--- config.mk ---
export PLATFORM = sky130hd
export DESIGN_NAME = video_pattern_gen_flat
export DESIGN_NICKNAME = d
export VERILOG_FILES = /design/src/rtl/vpg_pkg.sv /design/src/rtl/video_pattern_gen_if.sv /design/src/rtl/vpg_pixel_colour.sv /design/src/rtl/video_pattern_gen.sv /design/src/flat_wrapper.sv
export SDC_FILE = /design/constraint.sdc
export NUM_CORES = 1
export LEC_CHECK = 0
export ABC_CLOCK_PERIOD_IN_PS = 18700
export CORE_MARGIN = 10
export CORE_UTILIZATION = 35
export DETAILED_ROUTE_END_ITERATION = 6
export PLACE_DENSITY = 0.6
export SLEW_MARGIN = 20
export SYNTH_ARGS = -nofsm -noshare
export SYNTH_HDL_FRONTEND = slang
export SYNTH_HIERARCHICAL = 1
export SYNTH_SLANG_ARGS = --single-unit
--- constraint.sdc ---
create_clock -name aclk -period 18.7 [get_ports aclk]
set_input_delay 2.805 -clock aclk [delete_from_list [all_inputs] [get_ports aclk]]
set_output_delay 2.805 -clock aclk [all_outputs]
set_load 0.02 [all_outputs]
--- src/rtl/vpg_pkg.sv ---
// Shared types and constants for the AXI4-Stream video pattern generator.
package vpg_pkg;

  typedef enum logic [1:0] {
    GRADIENT = 2'd0,
    BARS     = 2'd1,
    SOLID    = 2'd2,
    CHECKER  = 2'd3
  } pattern_e;

  typedef enum logic [1:0] {
    IDLE   = 2'd0,
    ACTIVE = 2'd1,
    GAP    = 2'd2
  } state_e;

  typedef struct packed {
    logic [7:0] r;
    logic [7:0] g;
    logic [7:0] b;
  } pixel_t;

  // Bar edges are j*width for j=1..7, compared against 8*x.
  localparam int unsigned EdgeW = 19;
  typedef logic [6:0][EdgeW-1:0] bar_edges_t;

  // Index 0 is the leftmost bar: W, Y, C, G, M, R, B, K.
  localparam pixel_t [7:0] BarLut = {
    24'h000000, 24'h0000FF, 24'hFF0000, 24'hFF00FF,
    24'h00FF00, 24'h00FFFF, 24'hFFFF00, 24'hFFFFFF
  };

  function automatic logic [31:0] pack_pixel(pixel_t px);
    return {2'b00, px.r, 2'b00, px.b, 2'b00, px.g, 2'b00};
  endfunction

endpackage

--- src/rtl/video_pattern_gen_if.sv ---
// AXI4-Stream video bus carrying PPC 32-bit pixel words per beat.
interface video_pattern_gen_if #(
  parameter int unsigned PPC = 2
);
  logic [32*PPC-1:0] tdata;
  logic              tvalid;
  logic              tready;
  logic              tuser;
  logic              tlast;

  modport master (output tdata, tvalid, tuser, tlast, input tready);
  modport slave  (input tdata, tvalid, tuser, tlast, output tready);
endinterface

--- src/rtl/vpg_pixel_colour.sv ---
// Combinational colour of one pixel lane for the selected pattern.
module vpg_pixel_colour
  import vpg_pkg::*;
(
  input  pattern_e    mode_i,
  input  logic [31:0] n_i,
  input  logic [15:0] xp_i,
  input  logic [15:0] y_i,
  input  bar_edges_t  bar_edges_i,
  input  pixel_t      solid_i,
  output logic [31:0] word_o
);

  pixel_t           px;
  logic [2:0]       bar;
  logic [EdgeW-1:0] xp8;
  logic [15:0]      chk;

  assign xp8 = {xp_i, 3'b000};

  always_comb begin
    // Bar index = number of edges at or left of 8*x, i.e. floor(8x/width).
    bar = '0;
    for (int j = 0; j < 7; j++) begin
      if (xp8 >= bar_edges_i[j]) bar = bar + 3'd1;
    end
    chk = ((xp_i >> 5) ^ (y_i >> 5)) & 16'd1;
    px  = '0;
    case (mode_i)
      GRADIENT: begin
        px.r = 8'(32'hFF - n_i);
        px.g = 8'(32'hFF + n_i);
        px.b = 8'(32'hFF - (n_i << 1));
      end
      BARS:    px = BarLut[bar];
      SOLID:   px = solid_i;
      CHECKER: px = (chk != 16'd0) ? 24'hFFFFFF : 24'h000000;
      default: px = '0;
    endcase
  end

  assign word_o = pack_pixel(px);

endmodule

--- src/rtl/video_pattern_gen.sv ---
// AXI4-Stream video source: frame FSM, beat counters and registered output stage.
module video_pattern_gen
  import vpg_pkg::*;
#(
  parameter int unsigned PPC        = 2,
  parameter int unsigned MAX_W      = 1920,
  parameter int unsigned MAX_H      = 1080,
  parameter int unsigned GAP_CYCLES = 16
) (
  input  logic                       aclk,
  input  logic                       aresetn,
  input  logic                       aclken,
  input  logic                       enable,
  input  logic [1:0]                 mode,
  input  logic [15:0]                frame_width,
  input  logic [15:0]                frame_height,
  input  logic [23:0]                solid_rgb,
  video_pattern_gen_if.master        m_axis_video,
  output logic [31:0]                frame_count,
  output logic                       busy,
  output logic                       cfg_err
);

  state_e            state_q, state_d;
  pattern_e          mode_q, mode_sel;
  logic [15:0]       width_q, height_q, width_sel;
  pixel_t            solid_q, solid_sel;
  bar_edges_t        edges_q, edges_in, edges_sel;
  logic [15:0]       x_q, y_q, nx, ny;
  logic [31:0]       n_q, nn;
  logic [15:0]       gap_q, gap_d;
  logic [31:0]       fc_q, fc_d;
  logic              cfg_err_q, cfg_err_d;
  logic              tvalid_q, tvalid_d, tuser_q, tlast_q, nlast;
  logic [32*PPC-1:0] tdata_q, beat_data;
  logic              cfg_ok, xfer, last_beat, load, adv, restart;

  assign cfg_ok = (frame_width != 16'd0) && (frame_height != 16'd0) &&
                  (32'(frame_width) <= MAX_W) && (32'(frame_height) <= MAX_H) &&
                  ((32'(frame_width) % PPC) == 32'd0);

  assign xfer      = tvalid_q && m_axis_video.tready && aclken;
  assign last_beat = tlast_q && (y_q == height_q - 16'd1);

  always_comb begin
    edges_in = '0;
    for (int j = 0; j < 7; j++) begin
      edges_in[j] = EdgeW'(32'(j + 1) * 32'(frame_width));
    end
  end

  // On a latch the first beat must be built from the incoming config.
  assign mode_sel  = load ? pattern_e'(mode) : mode_q;
  assign width_sel = load ? frame_width : width_q;
  assign solid_sel = load ? pixel_t'(solid_rgb) : solid_q;
  assign edges_sel = load ? edges_in : edges_q;

  always_comb begin
    state_d   = state_q;
    gap_d     = gap_q;
    fc_d      = fc_q;
    cfg_err_d = cfg_err_q;
    tvalid_d  = tvalid_q;
    load      = 1'b0;
    adv       = 1'b0;
    restart   = 1'b0;
    if (aclken) begin
      case (state_q)
        IDLE: restart = enable;
        ACTIVE: begin
          if (xfer) begin
            if (last_beat) begin
              fc_d     = fc_q + 32'd1;
              tvalid_d = 1'b0;
              gap_d    = '0;
              if (GAP_CYCLES == 0) restart = 1'b1;
              else                 state_d = GAP;
            end else begin
              adv = 1'b1;
            end
          end
        end
        GAP: begin
          if (gap_q == 16'(GAP_CYCLES - 1)) restart = 1'b1;
          else                              gap_d   = gap_q + 16'd1;
        end
        default: state_d = IDLE;
      endcase
      if (restart) begin
        if (enable && cfg_ok) begin
          load      = 1'b1;
          state_d   = ACTIVE;
          cfg_err_d = 1'b0;
          tvalid_d  = 1'b1;
        end else begin
          state_d = IDLE;
          if (enable) cfg_err_d = 1'b1;
        end
      end
    end
  end

  always_comb begin
    nx = x_q;
    ny = y_q;
    nn = n_q;
    if (load) begin
      nx = '0;
      ny = '0;
      nn = '0;
    end else if (tlast_q) begin
      nx = '0;
      ny = y_q + 16'd1;
      nn = n_q + PPC;
    end else begin
      nx = x_q + 16'(PPC);
      nn = n_q + PPC;
    end
  end

  assign nlast = (17'(nx) + 17'(PPC)) == 17'(width_sel);

  for (genvar p = 0; p < PPC; p++) begin : g_lane
    vpg_pixel_colour u_colour (
      .mode_i      (mode_sel),
      .n_i         (nn + 32'(p)),
      .xp_i        (nx + 16'(p)),
      .y_i         (ny),
      .bar_edges_i (edges_sel),
      .solid_i     (solid_sel),
      .word_o      (beat_data[32*p +: 32])
    );
  end

  always_ff @(posedge aclk or negedge aresetn) begin
    if (!aresetn) begin
      state_q   <= IDLE;
      gap_q     <= '0;
      fc_q      <= '0;
      cfg_err_q <= 1'b0;
      tvalid_q  <= 1'b0;
      tuser_q   <= 1'b0;
      tlast_q   <= 1'b0;
      tdata_q   <= '0;
      mode_q    <= GRADIENT;
      width_q   <= '0;
      height_q  <= '0;
      solid_q   <= '0;
      edges_q   <= '0;
      x_q       <= '0;
      y_q       <= '0;
      n_q       <= '0;
    end else if (aclken) begin
      state_q   <= state_d;
      gap_q     <= gap_d;
      fc_q      <= fc_d;
      cfg_err_q <= cfg_err_d;
      tvalid_q  <= tvalid_d;
      if (load) begin
        mode_q   <= pattern_e'(mode);
        width_q  <= frame_width;
        height_q <= frame_height;
        solid_q  <= pixel_t'(solid_rgb);
        edges_q  <= edges_in;
      end
      if (load || adv) begin
        x_q     <= nx;
        y_q     <= ny;
        n_q     <= nn;
        tdata_q <= beat_data;
        tuser_q <= load;
        tlast_q <= nlast;
      end else if (!tvalid_d) begin
        tuser_q <= 1'b0;
        tlast_q <= 1'b0;
      end
    end
  end

  assign m_axis_video.tdata  = tdata_q;
  assign m_axis_video.tvalid = tvalid_q;
  assign m_axis_video.tuser  = tuser_q;
  assign m_axis_video.tlast  = tlast_q;
  assign frame_count         = fc_q;
  assign busy                = (state_q != IDLE);
  assign cfg_err             = cfg_err_q;

endmodule

--- src/flat_wrapper.sv ---
// flat-port wrapper written by rule: the top's interface ports become plain ports
module video_pattern_gen_flat import vpg_pkg::*;
#(
  parameter int unsigned PPC        = 2,
  parameter int unsigned MAX_W      = 1920,
  parameter int unsigned MAX_H      = 1080,
  parameter int unsigned GAP_CYCLES = 16
)
  (aclk, aresetn, aclken, enable, mode, frame_width, frame_height, solid_rgb, frame_count, busy, cfg_err, m_axis_video_tdata, m_axis_video_tvalid, m_axis_video_tuser, m_axis_video_tlast, m_axis_video_tready);
  video_pattern_gen_if #(.PPC(PPC)) m_axis_video_i ();
  input  logic aclk;
  input  logic aresetn;
  input  logic aclken;
  input  logic enable;
  input  logic [1:0] mode;
  input  logic [15:0] frame_width;
  input  logic [15:0] frame_height;
  input  logic [23:0] solid_rgb;
  output logic [31:0] frame_count;
  output logic busy;
  output logic cfg_err;
  output wire logic [$bits(m_axis_video_i.tdata)-1:0] m_axis_video_tdata;
  output wire logic [$bits(m_axis_video_i.tvalid)-1:0] m_axis_video_tvalid;
  output wire logic [$bits(m_axis_video_i.tuser)-1:0] m_axis_video_tuser;
  output wire logic [$bits(m_axis_video_i.tlast)-1:0] m_axis_video_tlast;
  input wire logic [$bits(m_axis_video_i.tready)-1:0] m_axis_video_tready;
  assign m_axis_video_tdata = m_axis_video_i.tdata;
  assign m_axis_video_tvalid = m_axis_video_i.tvalid;
  assign m_axis_video_tuser = m_axis_video_i.tuser;
  assign m_axis_video_tlast = m_axis_video_i.tlast;
  assign m_axis_video_i.tready = m_axis_video_tready;
  video_pattern_gen #(.PPC(PPC), .MAX_W(MAX_W), .MAX_H(MAX_H), .GAP_CYCLES(GAP_CYCLES)) u_core (.aclk(aclk), .aresetn(aresetn), .aclken(aclken), .enable(enable), .mode(mode), .frame_width(frame_width), .frame_height(frame_height), .solid_rgb(solid_rgb), .m_axis_video(m_axis_video_i), .frame_count(frame_count), .busy(busy), .cfg_err(cfg_err));
endmodule
==> results.yml, run 1 <==
drt:
  dr.first_iter.drc_count: 1698
  dr.pass1.iters: 5
  drc: 0
  vias: 23300
  via_per_inst: 5.15
  routed_wirelength_um: 82100
  ant_nets: 0
  wire_per_inst_um: 18.2
global_routing:
  grt_pass1_wl_um: 130000
  grt-ovfl-total: 0
  grt_usage_pct: 18.1
  antenna_found_initial: 0
  grt_pass1_vias: 22200
  grt_max_degree: 152
clocking:
  numCtsBuffers: 45
  cts_tree: "done"
  clock-sinks: 349
  clk_latency_ns: 0.60
  hold_buffers: 0
  root_buffer: "clkbuf_16"
  cts_resized: 0
  clk_pin_slew_ns: 0.06
  ctsLongestPathBuffers: 3
  post_cts_buffers: 0
  htree_levels: 2
die:
  dieWidth_um: 299
  core.rowCount: 102
  start_util_pct: 35.2
  num_io_pins: 164
  coreArea_um2: 77200
  die_h_um: 299
  die_area_um2: 89100
timing:
  setup_viol: 0
  slew_viol_final: 0
  skew_ns: 0.0292
  tightestPinTransition_ns: 1.03
  max_clock_freq_mhz: 79.9
  relSlewSlack_pct: 29.5
  rsz0062_at_grt: "no"
  period_share_pct: 66.9
  fin_crit_ns: 12.51
  fin_tns_setup_ns: 0
  report.final.hold_viol_count: 0
critical_path:
  crit_path_start_kind: "primary input"
  r2r-end: "u_core/m_axis_video.tdata[40]$_DFFE_PN0P_"
  end_kind: "flop"
  reg2reg_slack_ns: 8.37
  startpoint: "frame_width[2]"
  path_max_fanout: 24
  worstPathRequired_ns: 19.19
  cpPeakStageDelay_ns: 0.78
  crit_arrival_ns: 13.00
  crit_type: "primary input to flop"
  crit_path_end: "u_core/m_axis_video.tdata[40]$_DFFE_PN0P_"
  timing.critical_path.mode_cell: "ha_1"
  worstRegToRegCells: 38
  cpMaxStageDelayCell: "clkdlybuf4s50_1"
  r2r-start: "u_core/state_q[0]$_DFFE_PN0P_"
synth:
  synth_area_um2: 27100
  yosys_warnings: 6
  netlist_instances: 3323
  syn_avg_cell_area_um2: 8.17
pwr:
  vdd_drop_max_mv: 0.0601
  p_per_area_nw_per_um2: 57.0
  power.total_mw: 1.78
  p_leak_nw: 15.7
outcome:
  outcome: "finished, final reports clean"
layout:
  nNetsFinal: 3848
  drive_gt1_share_pct: 5.81
  diodes: 0
  area_growth_syn_to_layout_pct: 15.4
place:
  numPortBuffers: 163
  routabilityCongestion: 0.940
  dp_hpwl_um: 62000
min_path:
  min_path_type: "flop to flop"
job:
  maxCapViolations: 0
metal layers:
layer,vias to the layer above,routed length (um),global-route usage (%)
met2,582,37800,29.7
met3,111,4040,2.62
met4,0,2150,4.58
met5,-,0,0
met1,11000,38000,24.7
li1,11600,-,-
flip-flops by register name, summed over array words and instances, names as in the netlist, 2 cells and up:
register	count
u_core/edges_q	133
u_core/m_axis_video.tdata	64
u_core/frame_count	32
u_core/solid_q	24
u_core/gap_q	16
u_core/height_q	16
u_core/width_q	16
u_core/x_q	16
u_core/y_q	16
u_core/n_q	8
u_core/mode_q	2
u_core/state_q	2
cell usage in the layout, fill, tap and decap left out, types with 9 or more instances in the layout:
master,n
a2111oi_0,17
a211oi_1,23
a21o_1,73
a21oi_1,159
a31o_2,9
a31oi_1,17
and2_1,50
and3_1,20
and4_1,9
buf_4,48
clkbuf_1,9
clkbuf_16,45
clkdlybuf4s50_1,162
conb_1,16
dfrtp_1,349
fa_1,18
ha_1,317
inv_1,306
mux2i_1,10
nand2_1,748
nand2b_1,18
nand3_1,72
nand3b_1,11
nand4_1,47
nor2_1,204
nor2b_1,21
nor3_1,66
nor3b_1,9
nor4_1,25
o2111ai_1,10
o211ai_1,29
o21a_1,16
o21ai_0,125
o21ai_1,9
o221ai_1,9
o31ai_1,13
or2_2,10
or3_1,12
xnor2_1,103
xor2_1,77
critical path, delay by kind of cell:
kind | cells | cell delay (ns)
buffers and inverters | 4 | 1.46
muxes | 1 | 0.27
AOI/OAI and AO/OA | 10 | 2.10
and+or+nand+nor | 14 | 3.38
adders and majority gates | 7 | 2.13
xor gates and xnor gates | 5 | 0.82
worst min-delay path by stage:
| stage | from | to | slack, ns | depth (start not counted) |
|---|---|---|---|---|
| after floorplan | u_core/edges_q[100]$_DFFE_PN0P_ | u_core/edges_q[100]$_DFFE_PN0P_ | 0.43 | 2 |
| after global placement | u_core/solid_q[13]$_DFFE_PN0P_ | u_core/solid_q[13]$_DFFE_PN0P_ | 0.44 | 2 |
| after detailed placement | u_core/edges_q[103]$_DFFE_PN0P_ | u_core/edges_q[103]$_DFFE_PN0P_ | 0.45 | 2 |
| after CTS | u_core/edges_q[85]$_DFFE_PN0P_ | u_core/edges_q[85]$_DFFE_PN0P_ | 0.46 | 2 |
| after global routing | u_core/edges_q[80]$_DFFE_PN0P_ | u_core/edges_q[80]$_DFFE_PN0P_ | 0.48 | 2 |
| final | u_core/solid_q[23]$_DFFE_PN0P_ | u_core/solid_q[23]$_DFFE_PN0P_ | 0.46 | 2 |
area by class of cell:
cell class	instances	area (um2)
clock buffers	61	1260
flip-flops and latches	349	8730
repair buffers	212	2020
well taps	1040	1300
multi-input cells	2535	16700
inverters	307	1150
clock inverters	15	150
fillers	7909	45900
power breakdown:
group	internal [mW]	switching [mW]	leakage, nW
logic	0.0750	0.112	10.2
clock network	0.484	0.356	0.680
registers	0.756	0.000356	4.83
per-stage QoR:
step / setup slack, ns / util, % / hold slack (ns) / cells / area [um2]
after global placement: 5.87 / 38.7 / 0.443 / 4443 / 29900
after CTS: 6.22 / 40.6 / 0.461 / 4519 / 31300
final: 6.19 / 40.6 / 0.458 / 4519 / 31300
after detailed placement: 5.62 / 38.7 / 0.449 / 4443 / 29900
after global routing: 5.40 / 40.6 / 0.476 / 4519 / 31300
after floorplan: 7.48 / - / 0.433 / 3337 / 27200
Power figures use the tool's default switching activity.
==> run 2: changes to the inputs <==
--- a/config.mk
+++ b/config.mk
@@ -5,11 +5,11 @@
 export SDC_FILE = /design/constraint.sdc
 export NUM_CORES = 1
 export LEC_CHECK = 0
-export ABC_CLOCK_PERIOD_IN_PS = 18700
+export ABC_CLOCK_PERIOD_IN_PS = 10450
 export CORE_MARGIN = 10
 export CORE_UTILIZATION = 35
 export DETAILED_ROUTE_END_ITERATION = 6
-export PLACE_DENSITY = 0.6
+export PLACE_DENSITY = 0.62
 export SLEW_MARGIN = 20
 export SYNTH_ARGS = -nofsm -noshare
 export SYNTH_HDL_FRONTEND = slang
==> constraint.sdc (replaced) <==
create_clock -name aclk -period 10.45 [get_ports aclk]
set_input_delay 1.5675 -clock aclk [delete_from_list [all_inputs] [get_ports aclk]]
set_output_delay 1.5675 -clock aclk [all_outputs]
set_load 0.02 [all_outputs]
==> run 2 against run 1 <==
  * Count of clock-buffer cells in the layout decreased by 6
  * Critical endpoint is now u_core/m_axis_video.tdata[41]$_DFFE_PN0P_
  * Sequential power rose by 78%
  * Register-to-register slack lost 6.6 ns
  * Largest power group unchanged
==> results.yml, run 2 (synthesis gave the netlist of run 1 again) <==
die:
  dieWidth_um: 299
  core.rowCount: 102
  die_area_um2: 89100
  die_h_um: 299
  num_io_pins: 164
  coreArea_um2: 77200
  start_util_pct: 35.2
critical_path:
  end_kind: "flop"
  crit_path_start_kind: "primary input"
  r2r-start: "u_core/state_q[0]$_DFFE_PN0P_"
  crit_arrival_ns: 10.26
  cpPeakStageDelay_ns: 0.52
  path_max_fanout: 8
  worstRegToRegCells: 38
  worstPathRequired_ns: 10.94
  r2r-end: "u_core/m_axis_video.tdata[41]$_DFFE_PN0P_"
  reg2reg_slack_ns: 1.80
  critPathTopFamily: "simple AND/OR/NAND/NOR gates"
  critPathBufInv: 3
  timing.critical_path.mode_cell: "ha_1"
  cpMaxStageDelayCell: "clkdlybuf4s50_1"
  crit_type: "primary input to flop"
layout:
  drive_gt1_share_pct: 7.70
  nNetsFinal: 3905
  final_area_um2: 32100
  diodes: 0
  regMostFlops: "u_core/edges_q"
  mostFrequentLayoutCells: "nand2_1, dfrtp_1, ha_1"
  multi_input_area_um2: 16700
  regArea_um2: 8730
  finalNonFillerCells: 4584
  fillerInstances: 7865
  final_common_cell: "nand2_1"
  area_growth_syn_to_layout_pct: 18.1
  postLayoutCoreUtil_pct: 41.5
  largest_reg_flops: 133
timing:
  fin_tns_setup_ns: 0
  setup_viol: 0
  relSlewSlack_pct: 33.1
  fin_crit_ns: 9.78
  period_share_pct: 93.6
  rsz0062_at_grt: "no"
  max_clock_freq_mhz: 102
  hold_ws_ns: 0.455
  report.final.hold_viol_count: 0
  tightestPinTransition_ns: 0.999
  slew_viol_final: 0
  skew_ns: 0.0305
min_path:
  min_to: "u_core/solid_q[0]$_DFFE_PN0P_"
  min_from: "u_core/solid_q[0]$_DFFE_PN0P_"
  hold_path_depth: 2
  min_path_type: "flop to flop"
clocking:
  numCtsBuffers: 45
  root_buffer: "clkbuf_16"
  cts_tree: "done"
  ctsLongestPathBuffers: 3
  post_cts_buffers: 0
  htree_levels: 2
  clk_latency_ns: 0.60
  clock-sinks: 349
  clk_pin_slew_ns: 0.06
pwr:
  p_sw_mw: 0.862
  vdd_drop_max_mv: 0.106
  pwr-share-seq_pct: 39.3
  clockPowerShare_pct: 50.9
  sw_frac_of_total_pct: 25.0
  p_leak_nw: 16.1
  p_per_area_nw_per_um2: 108
  p_int_mw: 2.59
  pwr-share-comb_pct: 9.9
place:
  routabilityCongestion: 0.956
  numPortBuffers: 163
  dp_hpwl_um: 63500
  place_inst: 4500
  place_area_um2: 30400
drt:
  drc: 0
  dr.first_iter.drc_count: 1629
  dr.pass1.iters: 5
  routed_wirelength_um: 82800
  ant_nets: 0
  vias: 23500
  via_per_inst: 5.12
  wire_per_inst_um: 18.1
global_routing:
  grt-ovfl-total: 0
  grt_usage_pct: 18.2
  grt_max_degree: 84
  antenna_found_initial: 0
  grt_pass1_vias: 22500
  grt_pass1_wl_um: 131000
job:
  maxCapViolations: 0
outcome:
  outcome: "finished, final reports clean"
[run 2: cell count changes in the layout (fill, tap and decap cells not counted), sizes merged]
cell,before,now
clkinvlp,4,3
clkbuf,61,55
inv,306,308
clkinv,11,15
bufinv,1,10
buf,50,107
[run 2: what timing repair did]
action,4_1_cts,5_1_grt
setup endpoints to repair,0,3
resized for setup,0,1
hold buffers,0,0
[run 2: tightest hold or removal path, cell delays in order, from the launching register on]
cell	delay (ns)
dfrtp_1	0.31
nand2_1	0.06
nand2_1	0.05
[run 2: power by group through the flow]
stage,logic [mW],registers (mW),clock network (mW)
final,0.340,1.35,1.75
after global routing,0.381,1.35,1.85
after CTS,0.342,1.35,1.80
after detailed placement,0.339,1.38,0
after global placement,0.337,1.38,0
after floorplan,0.209,1.38,0
[run 2: through the flow]
stage	setup slack [ns]	power (mW)
4_1_cts	0.775	3.49
6_report	0.673	3.45
5_1_grt	0.0117	3.58
3_5_place_dp	0.164	1.72
3_3_place_gp	0.368	1.71
2_1_floorplan	0.463	1.59
[run 2: metal layers]
layer | GRT usage, % | up-vias | wire length, um
li1 | - | 11700 | -
met1 | 24.2 | 11100 | 37500
met2 | 30.5 | 566 | 38800
met3 | 2.43 | 122 | 4060
met4 | 5.48 | 0 | 2480
met5 | 0 | - | 0
[run 2: worst max-delay path by stage]
stage | startpoint | endpoint | slack [ns] | cells past startpoint
finish | frame_width[0] | u_core/m_axis_video.tdata[41]$_DFFE_PN0P_ | 0.67 | 40
global route | frame_width[0] | u_core/m_axis_video.tdata[41]$_DFFE_PN0P_ | 0.01 | 40
CTS | frame_width[0] | u_core/m_axis_video.tdata[41]$_DFFE_PN0P_ | 0.77 | 39
detailed placement | frame_width[0] | u_core/m_axis_video.tdata[41]$_DFFE_PN0P_ | 0.16 | 39
global placement | frame_width[0] | u_core/m_axis_video.tdata[38]$_DFFE_PN0P_ | 0.37 | 39
floorplan | frame_width[15] | u_core/m_axis_video.tdata[34]$_DFFE_PN0P_ | 0.46 | 41
[run 2: layout make-up]
| cell class | count | share of cell area, % |
|---|---|---|
| timing repair buffer | 269 | 7.67 |
| clock inverter | 29 | 1.45 |
| tap | 1040 | 4.06 |
| sequential | 349 | 27.2 |
| inverter | 307 | 3.60 |
| clock buffer | 55 | 3.82 |
| multi-input combinational | 2535 | 52.2 |
